## config.mk

```make
export PLATFORM = sky130hd
export DESIGN_NAME = alu_nibble_sequencer
export DESIGN_NICKNAME = d
export VERILOG_FILES = /design/src/rtl/alu_nibble_sequencer_pkg.sv /design/src/rtl/alu_nibble_sequencer.sv
export SDC_FILE = /design/constraint.sdc
export NUM_CORES = 1
export LEC_CHECK = 0
export ABC_AREA = 0
export CAP_MARGIN = 10
export CORE_MARGIN = 5
export CORE_UTILIZATION = 35
export CTS_CLUSTER_DIAMETER = 150
export CTS_CLUSTER_SIZE = 30
export DETAILED_ROUTE_END_ITERATION = 10
export GPL_ROUTABILITY_DRIVEN = 0
export REMOVE_ABC_BUFFERS = 1
export SETUP_SLACK_MARGIN = 0.2
export SYNTH_ARGS = -nofsm -noshare
export SYNTH_HDL_FRONTEND = slang
export SYNTH_SLANG_ARGS = --single-unit
```

## constraint.sdc

```tcl
create_clock -name clk -period 2.4 [get_ports clk]
set_input_delay 0.48 -clock clk [delete_from_list [all_inputs] [get_ports clk]]
set_output_delay 0.48 -clock clk [all_outputs]
set_load 0.02 [all_outputs]
```

## src/rtl/alu_nibble_sequencer_pkg.sv

```systemverilog
// Shared definitions for the nibble sequencer: arithmetic-unit function codes
// and the sequencer state encoding, so the unit wrapper and benches agree.
package alu_nibble_sequencer_pkg;

  localparam logic [1:0] OP_ADD     = 2'b00;  // A + B + Cin
  localparam logic [1:0] OP_SUB     = 2'b01;  // A + ~B + Cin
  localparam logic [1:0] OP_INC_CIN = 2'b10;  // A + Cin
  localparam logic [1:0] OP_DEC     = 2'b11;  // A + 0xF + Cin

  typedef enum logic [1:0] {
    ST_IDLE = 2'b00,
    ST_RUN  = 2'b01,
    ST_DONE = 2'b10
  } state_t;

endpackage

```

## src/rtl/alu_nibble_sequencer.sv

```systemverilog
// WIDTH-bit arithmetic sequenced over an external 4-bit unit, one nibble per
// cycle, LSB first, with carry chained through a local register.
module alu_nibble_sequencer
  import alu_nibble_sequencer_pkg::*;
#(
  parameter int WIDTH = 16
) (
  input  logic             clk,
  input  logic             rst,
  input  logic             in_valid,
  output logic             in_ready,
  input  logic [WIDTH-1:0] op_a,
  input  logic [WIDTH-1:0] op_b,
  input  logic [1:0]       op_sel,
  input  logic             carry_in,
  output logic             out_valid,
  input  logic             out_ready,
  output logic [WIDTH-1:0] result,
  output logic             carry_out,
  output logic             zero,
  output logic [3:0]       au_A,
  output logic [3:0]       au_B,
  output logic [1:0]       au_S,
  output logic             au_C_in,
  input  logic [3:0]       au_D,
  input  logic             au_C_out
);

  localparam int NIBBLES = WIDTH / 4;
  localparam int IDX_W   = (NIBBLES > 1) ? $clog2(NIBBLES) : 1;
  localparam logic [IDX_W-1:0] LAST_IDX = IDX_W'(NIBBLES - 1);

  state_t           state_q, state_d;
  logic [WIDTH-1:0] a_q, b_q;
  logic [WIDTH-1:0] result_q, result_d;
  logic [1:0]       sel_q;
  logic             carry_q;
  logic             zero_q;
  logic [IDX_W-1:0] idx_q;
  logic             accept;
  logic             last_nibble;

  assign accept      = (state_q == ST_IDLE) && in_valid;
  assign last_nibble = (idx_q == LAST_IDX);

  // NOTE: sequential state uses non-blocking assignment so every register
  // samples pre-edge values regardless of statement order.
  always_ff @(posedge clk) begin
    if (rst) state_q <= ST_IDLE;
    else     state_q <= state_d;
  end

  // NOTE: every combinational output gets a default first; without it a path
  // that skips an assignment would infer a latch.
  always_comb begin
    state_d = state_q;
    case (state_q)
      ST_IDLE: if (in_valid)    state_d = ST_RUN;
      ST_RUN:  if (last_nibble) state_d = ST_DONE;
      ST_DONE: if (out_ready)   state_d = ST_IDLE;
      default:                  state_d = ST_IDLE;
    endcase
  end

  always_comb begin
    in_ready  = 1'b0;
    out_valid = 1'b0;
    au_A      = 4'h0;
    au_B      = 4'h0;
    au_S      = 2'b00;
    au_C_in   = 1'b0;
    case (state_q)
      ST_IDLE: in_ready = 1'b1;
      ST_RUN: begin
        au_A    = a_q[4*idx_q +: 4];
        au_B    = b_q[4*idx_q +: 4];
        au_S    = sel_q;
        au_C_in = carry_q;
      end
      ST_DONE: out_valid = 1'b1;
      default: ;
    endcase
  end

  // Merge the unit's nibble into the result so zero sees the final value.
  always_comb begin
    result_d = result_q;
    result_d[4*idx_q +: 4] = au_D;
  end

  // NOTE: these are plain registers, not a memory array, so all of them
  // take the reset value; nothing here relies on power-up contents.
  always_ff @(posedge clk) begin
    if (rst) begin
      a_q      <= '0;
      b_q      <= '0;
      sel_q    <= 2'b00;
      carry_q  <= 1'b0;
      idx_q    <= '0;
      result_q <= '0;
      zero_q   <= 1'b0;
    end else if (accept) begin
      a_q      <= op_a;
      b_q      <= op_b;
      sel_q    <= op_sel;
      carry_q  <= carry_in;
      idx_q    <= '0;
      result_q <= '0;
      zero_q   <= 1'b0;
    end else if (state_q == ST_RUN) begin
      result_q <= result_d;
      carry_q  <= au_C_out;
      idx_q    <= idx_q + IDX_W'(1);
      if (last_nibble) zero_q <= (result_d == '0);
    end
  end

  assign result    = result_q;
  assign carry_out = carry_q;
  assign zero      = zero_q;

endmodule

```

==> qor.yml <==
layout:
  nFillCells: 709
  n_antenna_cell: 0
  drive_gt1_share_pct: 11.1
  regArea_mm2: 0.00112
  nets: 411
  area_growth_pct: 37.4
  multi_input_area_mm2: 0.00127
logic_synthesis:
  syn_inst: 288
  yosysSeqAreaShare_pct: 45.3
  async_flop_share_pct: 0
  synthXorXnorAreaFrac_pct: 0
  synth_enable_flop_cells: 0
  synth_area_leaders: "dfxtp_1, nand2_1, a21oi_1"
  synth_top_cell_area_share_pct: 45.3
  synth.most_common_cell: "nand2_1"
  synthTopCellsByCount: "nand2_1, dfxtp_1, a21oi_1"
  synth_ff_type: "dfxtp_1"
  synthSimpleGateAreaFrac_pct: 25.0
  synth_top_family_by_area: "simple AND/OR/NAND/NOR gates"
  muxShareOfSynthArea_pct: 7.29
  synth_area_mm2: 0.00247
  synth_area_leader_cell: "dfxtp_1"
  synth_cell_types: 33
  synthAdderAreaFrac_pct: 3.04
  synth_area_per_cell_um2: 8.58
  synth_compound_area_share_pct: 15.2
  yosysWarnings: 0
  synth-seq-cells: 56
clock_network:
  clock-root-buffer: "clkbuf_8"
  ctsHtreeMaxLevel: 2
  path_clk_slew_ps: 90
  cts_tree: "done"
  postCtsHoldBufs: 0
  clockBufferDepth: 2
  clkLatencyLatePin_ps: 300
  cts_sinks: 56
  cts_buffers: 5
drt:
  first_pass_iters: 4
  drt-total-wl_um: 6190
  dr.first_iter.drc_count: 142
  vias: 2190
  routedWlPerCell_um: 13.5
  postRouteAntennaNets: 0
  drc: 0
  vias_per_cell: 4.79
floorplanning:
  io_pins: 75
  core_region_area_mm2: 0.00683
  initial_core_util_pct: 36.2
  die-area_mm2: 0.00884
  rows: 30
  die_w_um: 94.0
  dieHeight_um: 94.0
grt:
  grt-ovfl-total: 0
  grt_max_degree: 38
  grt_antenna_before_repair: 0
  grt_pass1_wl_um: 10500
  grt_pass1_vias: 2198
  track_usage_pct: 14.7
hold_path:
  hold_class: "register to register"
  worstHoldStart: "sel_q[0]"
setup_path:
  crit_path_end_kind: "output pin"
  cp.arrival_ps: 1620
  path_cells: "buf_12 > mux4_2 > and2_1 > clkbuf_2"
  critPathSlowestCell: "mux4_2"
  cp_max_fo: 7
  cp_data_required_time_ps: 1920
  path_class: "register to output pin"
  timing.rr.start: "idx_q[0]"
  startpoint_type: "register"
  cp_slowest_stage_delay_ps: 480
  crit_start: "idx_q[0]"
pwr:
  leakage_nw: 1.25
  ir_worst_vdd_mv: 0.249
  p_per_area_mw_per_mm2: 524
  power.total_mw: 1.78
timing:
  max_freq_mhz: 477
  fin_setup_tns_ps: 0
  setup_viol: 0
  slew_headroom_pct: 71.6
  fin_crit_ps: 2100
  worst_hold_slack_ps: 455
  skew_ps: 4.39
  post-route-period-util_pct: 87.3
  drv_slew: 0
  rsz0062_at_grt: "no"
  hold_violations: 0
  worst_pin_slew_ps: 426
  setup_ws_ps: 305
outcome:
  status: "finished clean"
run:
  cap_viol_max_count: 0
placed_design:
  hpwl_um: 4530
  place_ws_ps: 181
  portBuffers: 74
[report_power, final]
part | switching [mW] | total [mW] | internal (mW)
Sequential | 0.0235 | 0.995 | 0.972
Combinational | 0.154 | 0.311 | 0.157
Clock | 0.275 | 0.475 | 0.199
Total | 0.453 | 1.78 | 1.33
[worst max-delay path, delay by kind of cell, from the launching register on]
kind,cells,cell delay (ps)
buf+inv,2,280
flops,1,360
mux,1,480
simple gates,1,180
[state kept, by name (all words and copies together), names as in the netlist]
register	flops
carry_out	1
result	16
zero	1
state_q	2
b_q	16
a_q	16
idx_q	2
sel_q	2
[kinds of logic after synthesis]
family / after synthesis
AO/OA/AOI/OAI: 62
adder cells (fa/ha/maj): 6
buffers and inverters: 21
flip-flops: 56
multiplexers: 8
AND/OR/NAND/NOR: 135
[timing repair]
action,4_1_cts,5_1_grt
setup endpoints to repair,11,6
buffers inserted,1,0
pin swaps,0,0
gates resized for setup,31,7
[cell type report]
type                       count  area share (%)
clock buffer                   6            2.14
sequential                    56            33.1
tap                           96            3.54
clock inverter                 1           0.147
timing repair buffer          84            23.5
inverter                       3           0.331
multi-input combinational    211            37.3
[placed cells by master (no fill, tap or decap), types with 5 or more instances in the layout]
cell | synthesis | final
nand2_1 | 80 | 80
clkdlybuf4s50_1 | 0 | 63
dfxtp_1 | 56 | 54
a21oi_1 | 39 | 39
nor2_1 | 21 | 21
a22oi_1 | 15 | 15
and2_1 | 11 | 11
mux4_2 | 8 | 8
buf_4 | 1 | 8
buf_2 | 3 | 7
ha_1 | 6 | 6
clkbuf_8 | 0 | 5
[metrics by stage]
| stage | std cells | utilization, % | area, µm² |
|---|---|---|---|
| after CTS | 457 | 50.0 | 3420 |
| after global routing | 457 | 49.7 | 3400 |
| after global placement | 449 | 48.9 | 3340 |
| after floorplan | 270 | - | 2380 |
| after detailed placement | 449 | 48.9 | 3340 |
| final | 457 | 49.7 | 3400 |
[per-layer routing]
layer | GRT usage [%] | vias up | wire (µm)
li1 | - | 1133 | -
met1 | 19.0 | 998 | 2740
met4 | 5.29 | 0 | 94
met2 | 23.8 | 50 | 3000
met5 | 0 | - | 0
met3 | 3.53 | 9 | 353
[final timing paths]
kind / endpoint / slack [ps] / cells past startpoint
setup / recovery: au_B[2] / 300 / 4
hold reg to reg: sel_q[0] / 450 / 2
hold / removal: sel_q[0] / 450 / 2
setup reg to reg: zero / 420 / 8
No activity file was read; power rests on OpenSTA's default activity.
==> RTL edit (same settings) <==
The 3 states of `state_t` get a one-hot encoding in 3 bits.
--- a/src/rtl/alu_nibble_sequencer_pkg.sv
+++ b/src/rtl/alu_nibble_sequencer_pkg.sv
@@ -7,10 +7,10 @@
   localparam logic [1:0] OP_INC_CIN = 2'b10;  // A + Cin
   localparam logic [1:0] OP_DEC     = 2'b11;  // A + 0xF + Cin
 
-  typedef enum logic [1:0] {
-    ST_IDLE = 2'b00,
-    ST_RUN  = 2'b01,
-    ST_DONE = 2'b10
+  typedef enum logic [2:0] {
+    ST_IDLE = 3'b001,
+    ST_RUN  = 3'b010,
+    ST_DONE = 3'b100
   } state_t;
 
 endpackage
Behaviour: same outputs for any inputs over 10 cycles, from zero or initial values and one cycle with rst high; not proved beyond that.
==> RTL edit against the original RTL <==
Largest cell class unchanged. Worst setup slack lost 0.024 ns. Clock skew increased by 0.0024 ns. Total power rose by 18%. Global-route usage up 0.099 points. Synthesized cell count is 8.7% higher. Cell area increased by 10%. Count of clock-buffer cells in the layout grew 6. Wire length grew 11%. Sequential cell count grew 1. First-iteration DRC count down 16%. Die area up 5.8%. Area after synthesis is 6.5% higher.
==> RTL edit: results (changes against the original RTL) <==
| Metric | Value |
|---|---|
| Most frequent cells after synthesis | `nand2_1 (79), dfxtp_1 (57), a21oi_1 (41), nor2_1 (30), a32oi_1 (13)` |
| Worst-path clk slew | `0.06 ns (-0.03 ns)` |
| Sequential share of power | `48.2% (-7.7 points)` |
| H-tree levels | `3 (+1)` |
| Register area share after synthesis | `43.3% (-2.0 points)` |
| Synth cell types | `38 (+15%)` |
| Peak Freq | `472 MHz (-1.1%)` |
| Status | `complete, no violations` |
| Vias/cell | `4.98 (+3.8%)` |
| Initial drt markers | `119 (-16%)` |
| R2R Setup Slk | `0.31 ns (-0.11 ns)` |
| Syn Inst Count | `313 (+8.7%)` |
| Layout Nets | `444 (+8.0%)` |
| Vias in the first global route | `2425 (+10%)` |
| Largest net degree at the start of global routing | `40 (+5.3%)` |
| Post-DP Area | `3540 um^2 (+5.8%)` |
| Worst-case hold path end point | `b_q[0]$_SDFFE_PP0P_` |
| Clock share of power | `38.6% (+12 points)` |
| Global-route wire length before repair | `11400 um (+9.4%)` |
| Gr usage total | `14.8% (+0.099 points)` |
| Crit path to | `au_B[0]` |
| Compound-gate portion of the synthesized area | `16.0% (+0.78 points)` |
| Hpwl dp | `4880 um (+7.8%)` |
| Power per cell area | `560 nW/um^2 (+6.8%)` |
| Routed wire length | `6890 um (+11%)` |
-- RTL edit: cell count changes in the layout (fill, tap and decap cells not counted), moves of 3 or more --
cell	delta
and2_4	+3
nor3_1	+3
nor2_1	+9
a22oi_1	-15
clkbuf_8	+7
a32oi_1	+13
buf_4	+11
-- RTL edit: repair_timing --
item	CTS	global route
endpoints found under the hold margin	0	0
endpoints found under the setup margin	12	15
hold buffers	0	0
buffers inserted	1	1
gates resized for setup	34	18
gates cloned	0	1
-- RTL edit: area by class of cell --
type	instances	area (um^2)
Fill cell	733	3550
Multi-Input combinational cell	228	1380
Sequential cell	57	1140
Timing Repair Buffer	94	900
Clock buffer	12	165
Tap cell	99	124
Clock inverter	3	15.0
Inverter	4	15.0
-- RTL edit: metal layers --
metal / GRT usage [%] / vias up / wire (um)
li1: - / 1239 / -
met5: 0 / - / 0
met2: 23.8 / 84 / 3300
met1: 17.6 / 1145 / 3000
met4: 3.56 / 0 / 58
met3: 7.48 / 5 / 544
